--- config.mk ---
export PLATFORM = sky130hd
export DESIGN_NAME = io_channel_unit
export DESIGN_NICKNAME = d
export VERILOG_FILES = /design/src/rtl/io_channel_unit.sv
export SDC_FILE = /design/constraint.sdc
export NUM_CORES = 1
export LEC_CHECK = 0
export ABC_AREA = 1
export CORE_AREA = 2 2 175 177
export DETAILED_ROUTE_END_ITERATION = 6
export DIE_AREA = 0 0 177 179
export PLACE_DENSITY = 0.49
export SLEW_MARGIN = 25
export SYNTH_ARGS = -nofsm -noshare
export SYNTH_HDL_FRONTEND = slang
export SYNTH_SLANG_ARGS = --single-unit
export TNS_END_PERCENT = 5
--- constraint.sdc ---
create_clock -name clock -period 4.5 [get_ports clock]
set_input_delay 1.125 -clock clock [delete_from_list [all_inputs] [get_ports clock]]
set_output_delay 1.125 -clock clock [all_outputs]
set_load 0.01 [all_outputs]
--- src/rtl/io_channel_unit.sv ---
// Peripheral I/O channel block: output latches with a queued drain path,
// synchronized input channels and a status channel for the core.
module io_channel_unit #(
    parameter int DEPTH = 4
) (
    input  logic        clock,
    input  logic        rst_l,
    input  logic [2:0]  IO_read_sel,
    output logic [14:0] IO_read_data,
    input  logic [2:0]  IO_write_sel,
    input  logic [14:0] IO_write_data,
    input  logic        IO_write_en,
    input  logic [44:0] ext_in,
    output logic        out_valid,
    input  logic        out_ready,
    output logic [1:0]  out_chan,
    output logic [14:0] out_data,
    output logic        io_full
);

    localparam int PW = $clog2(DEPTH);
    localparam int CW = $clog2(DEPTH) + 1;
    localparam logic [CW-1:0] FULL_CNT = CW'(DEPTH);

    logic [14:0]   chan_latch [4];
    logic [16:0]   mem [DEPTH];
    logic [PW-1:0] wr_ptr;
    logic [PW-1:0] rd_ptr;
    logic [CW-1:0] count;
    logic          ovf;
    logic [44:0]   sync1;
    logic [44:0]   sync2;

    logic        push_req;
    logic        push;
    logic        pop;
    logic        ovf_set;
    logic        ovf_clr;
    logic [16:0] head;
    logic [7:0]  count_ext;

    assign push_req  = IO_write_en && !IO_write_sel[2];
    assign pop       = out_valid && out_ready;
    // At full a push only lands when the head leaves in the same cycle.
    assign push      = push_req && (!io_full || pop);
    assign ovf_set   = push_req && io_full && !pop;
    assign ovf_clr   = IO_write_en && (IO_write_sel == 3'd7) && IO_write_data[0];
    assign head      = mem[rd_ptr];
    assign count_ext = 8'(count);

    assign out_valid = (count != '0);
    assign io_full   = (count == FULL_CNT);
    assign out_chan  = out_valid ? head[16:15] : 2'd0;
    assign out_data  = out_valid ? head[14:0]  : 15'd0;

    always_ff @(posedge clock or negedge rst_l) begin
        if (!rst_l) begin
            for (int i = 0; i < 4; i++) chan_latch[i] <= '0;
            for (int i = 0; i < DEPTH; i++) mem[i] <= '0;
            wr_ptr <= '0;
            rd_ptr <= '0;
            count  <= '0;
            ovf    <= 1'b0;
            sync1  <= '0;
            sync2  <= '0;
        end else begin
            sync1 <= ext_in;
            sync2 <= sync1;
            if (push_req) chan_latch[IO_write_sel[1:0]] <= IO_write_data;
            if (push) begin
                mem[wr_ptr] <= {IO_write_sel[1:0], IO_write_data};
                wr_ptr      <= wr_ptr + PW'(1);
            end
            if (pop) rd_ptr <= rd_ptr + PW'(1);
            case ({push, pop})
                2'b10:   count <= count + CW'(1);
                2'b01:   count <= count - CW'(1);
                default: count <= count;
            endcase
            if (ovf_clr)      ovf <= 1'b0;
            else if (ovf_set) ovf <= 1'b1;
        end
    end

    always_comb begin
        IO_read_data = '0;
        case (IO_read_sel)
            3'd0, 3'd1, 3'd2, 3'd3: IO_read_data = chan_latch[IO_read_sel[1:0]];
            3'd4:    IO_read_data = sync2[14:0];
            3'd5:    IO_read_data = sync2[29:15];
            3'd6:    IO_read_data = sync2[44:30];
            default: IO_read_data = {ovf, 6'b0, count_ext};
        endcase
    end

endmodule

==> impl_metrics.env <==
export IMPL_first_global_vias=6415
export IMPL_arrival_ns=3.15
export IMPL_core_area_sq_mm=0.03003
export IMPL_timing_slew_headroom=0.3755
export IMPL_finish_net_count=1121
export IMPL_synthesis_area_sq_mm=0.008870
export IMPL_crit_type="input pin to primary output"
export IMPL_worstPathRequired_ns=3.38
export IMPL_leakage_power_of_the_design_uw=0.005174
export IMPL_fp_dieH_um=179
export IMPL_synth_top_area_cell="sky130_fd_sc_hd__dfrtp_1"
export IMPL_ant_cells=0
export IMPL_hold_path_startpoint="sync1[0]$_DFF_PN0_"
export IMPL_critical_path_reg2reg_startpoint="wr_ptr[0]$_DFFE_PN0P_"
export IMPL_overall_global_routing_resource_usage=0.1484
export IMPL_ff2ff_setup_slack_ns=2.43
export IMPL_postRouteWirelength_mm=23.06
export IMPL_cap_violations=0
export IMPL_finalPower_uw=6609
export IMPL_outcome="completed"
export IMPL_postLayoutCellArea_sq_mm=0.01124
export IMPL_portBuffers=103
export IMPL_global_route_overflow_total=0
export IMPL_postRouteAntennaNets=0
export IMPL_pwr_density_cell_mw_per_mm2=588.2
export IMPL_worst_r2r_path_depth=6
export IMPL_total_via_count_in_the_routed_design=6533
export IMPL_cts_hold_buffers=0
export IMPL_avgViaCountPerCell=4.478
export IMPL_cts_buffers_inserted=25
export IMPL_drc=0
export IMPL_timing_final_max_slew_violations=0
export IMPL_die_area_sq_mm=0.03168
export IMPL_min_tclk_post_route_ns=4.272
export IMPL_instances_no_fill=1459
export IMPL_yosys_warnings=0
export IMPL_netlist_cell_type_count=29
export IMPL_post_cts_setup_buffer_count=0
export IMPL_dp_hpwl_mm=15.10
export IMPL_critical_path_peak_fanout=9
export IMPL_firstDrtPassIters=5
export IMPL_placed_cell_area_sq_mm=0.01042
export IMPL_area_growth_syn_to_layout_pct=26.68
export IMPL_hp_class="flip-flop to flip-flop"
export IMPL_power_ir_vdd_worst_uv=289.3
export IMPL_final_hold_violation_count=0
export IMPL_htreeDepth=1
export IMPL_syn_nets=1010
export IMPL_grt_max_degree=102
export IMPL_worstSetupStartpointType="input pin"
export IMPL_achievable_frequency_mhz=234.1
export IMPL_synth_seq_cells=226
export IMPL_synth_area_leaders="sky130_fd_sc_hd__dfrtp_1 (64%), sky130_fd_sc_hd__nand2_1 (11%), sky130_fd_sc_hd__o21ai_0 (10%), sky130_fd_sc_hd__a21oi_1 (3.8%), sky130_fd_sc_hd__inv_1 (2.9%)"
export IMPL_tightestPinTransition_ns=0.9357
export IMPL_r2r_end="mem[61]$_DFFE_PN0P_"
export IMPL_grt_setup_unrepaired="false"
export IMPL_layout_cells_sized_above_1=0.07150
export IMPL_cts_tree="built"
export IMPL_worstHoldEndpoint="sync2[0]$_DFF_PN0_"
export IMPL_min_period_over_period=0.9494
export IMPL_grt_first_pass_wirelength_mm=36.54
export IMPL_setup_viol=0
export IMPL_clk_pin_slew_worst_setup_hold_paths_ns=0.06
export IMPL_antenna_violations_before_repair=0
export IMPL_worst_hold_path_num_cells=0
export IMPL_clock_network_latency_to_the_later_pin_of_the_worst_skew_pair_ns=0.53
export IMPL_cts_root_buffer_cell="sky130_fd_sc_hd__clkbuf_16"
export IMPL_post_drt_wl_per_cell_um=15.80
export IMPL_chipWidth_um=177
export IMPL_cts_sink_count=226
export IMPL_synth_top_area_share=0.6376
export IMPL_crit_path_end_kind="primary output"
export IMPL_final_hold_worst_slack_ns=0.3413
export IMPL_cts_max_path_buffers=3
export IMPL_floorplan_initialDensity=0.2954
export IMPL_i_o_pins=104
export IMPL_finalSetupTns_ns=0
export IMPL_detailedRoute_firstIterationViolations=447
export IMPL_worst_clock_skew_ns=0.004472
export IMPL_avgSynthCellArea_sq_um=9.486
export IMPL_row_count=64
export IMPL_seq_area_frac_synth=0.6376
export IMPL_synthCells=935
export IMPL_gpl_final_weighted_congestion=0.7653
export IMPL_placed_cells=1415
## per-stage QoR
step	utilization	worst slack [ns]
after CTS	0.3741	0.1617
final	0.3742	0.2279
after global placement	0.3469	0.1576
after global routing	0.3742	0.09475
after floorplan	-	1.305
after detailed placement	0.3469	0.1848
## placed cells by master (no fill, tap or decap)
cell	synthesis	routed
sky130_fd_sc_hd__bufinv_16	0	1
sky130_fd_sc_hd__buf_12	0	3
sky130_fd_sc_hd__a31oi_1	1	1
sky130_fd_sc_hd__clkinv_2	0	5
sky130_fd_sc_hd__nand2_2	1	1
sky130_fd_sc_hd__nor2_2	3	3
sky130_fd_sc_hd__clkinv_1	4	4
sky130_fd_sc_hd__nor2_4	2	2
sky130_fd_sc_hd__fa_1	1	1
sky130_fd_sc_hd__nand4_1	2	2
sky130_fd_sc_hd__a21oi_1	67	67
sky130_fd_sc_hd__o21ai_1	2	2
sky130_fd_sc_hd__nand3_1	15	15
sky130_fd_sc_hd__buf_8	1	1
sky130_fd_sc_hd__clkbuf_16	0	25
sky130_fd_sc_hd__inv_16	0	1
sky130_fd_sc_hd__xor2_1	3	3
sky130_fd_sc_hd__nor3_1	1	1
sky130_fd_sc_hd__o21ai_0	186	186
sky130_fd_sc_hd__dlymetal6s2s_1	0	1
sky130_fd_sc_hd__inv_1	69	69
sky130_fd_sc_hd__clkbuf_1	25	5
sky130_fd_sc_hd__nand3b_1	1	1
sky130_fd_sc_hd__clkdlybuf4s50_1	0	101
sky130_fd_sc_hd__o21ai_4	1	1
sky130_fd_sc_hd__a22oi_1	10	10
sky130_fd_sc_hd__nor2_1	26	26
sky130_fd_sc_hd__buf_4	3	25
sky130_fd_sc_hd__dfrtp_1	226	226
sky130_fd_sc_hd__nand2_1	262	262
sky130_fd_sc_hd__clkbuf_8	1	7
sky130_fd_sc_hd__nor3_2	1	1
sky130_fd_sc_hd__ha_1	4	4
## cell families (layout without fill, tap and decap cells)
family                   count (synthesis)  in the layout  synth area share
AND/OR/NAND/NOR                        314            314            0.1397
AO/OA/AOI/OAI                          267            267            0.1549
flip-flops                             226            226            0.6376
buffers and inverters                  120            248           0.05699
adder cells (fa/ha/maj)                  5              5          0.007900
XOR/XNOR                                 3              3          0.002963
## repair_timing
item / in CTS / in global routing
endpoints found under the hold margin: 0 / 0
gates resized for setup: 0 / 1
endpoints found under the setup margin: 0 / 1
## worst max-delay path by stage
| stage | to | cells after the start | slack, ns | startpoint |
|---|---|---|---|---|
| 3_3_place_gp | IO_read_data[14] | 8 | 0.16 | IO_read_sel[1] |
| 6_report | IO_read_data[14] | 8 | 0.23 | IO_read_sel[2] |
| 4_1_cts | IO_read_data[14] | 8 | 0.16 | IO_read_sel[1] |
| 2_1_floorplan | IO_read_data[11] | 7 | 1.30 | IO_read_sel[0] |
| 5_1_grt | IO_read_data[14] | 8 | 0.09 | IO_read_sel[2] |
| 3_5_place_dp | IO_read_data[14] | 8 | 0.18 | IO_read_sel[1] |
## where the power goes
| part | switching (uW) | total (uW) | leakage [uW] | internal, uW |
|---|---|---|---|---|
| Clock | 823 | 2020 | 0.000408 | 1200 |
| Sequential | 203 | 2710 | 0.00274 | 2510 |
| Combinational | 1100 | 1880 | 0.00203 | 782 |
## registers in the layout, summed over array words and instances (netlist names)
name        cells
ovf             1
sync2          45
count           3
chan_latch     60
sync1          45
mem            68
wr_ptr          2
rd_ptr          2
## synthesized netlist by cell type (all sizes together)
cell type,count
buf,20
nand2,263
ha,4
clkbuf,27
nand4,2
dfrtp,226
a22oi,10
xor2,3
nor2,31
nand3b,1
o21ai,189
clkinv,4
a21oi,67
nor3,2
fa,1
a31oi,1
inv,69
nand3,15
## area by class of cell
class,instances,area [sq um]
clock buffer,37,740.7
sequential,226,5655
inverter,73,274.0
timing repair buffer,131,1286
multi-input combinational,589,2709
clock inverter,7,75.07
fill,3018,18790
tap,396,495.5
## worst max-delay path, cell delays in order
cell and delay [ns]:
sky130_fd_sc_hd__clkdlybuf4s50_1 0.48, sky130_fd_sc_hd__clkinv_1 0.12, sky130_fd_sc_hd__buf_4 0.19, sky130_fd_sc_hd__nor2_1 0.15, sky130_fd_sc_hd__buf_4 0.20, sky130_fd_sc_hd__a21oi_1 0.12, sky130_fd_sc_hd__nand3_1 0.17, sky130_fd_sc_hd__clkdlybuf4s50_1 0.58
## per-layer routing
layer / GRT usage / vias up / routed length [um]
met1: 0.2107 / 3134 / 10880
met5: 0 / - / 0
li1: - / 3244 / -
met2: 0.2391 / 125 / 10840
met3: 0.02311 / 30 / 979
met4: 0.03340 / 0 / 357
No activity file was read; power rests on OpenSTA's default activity.
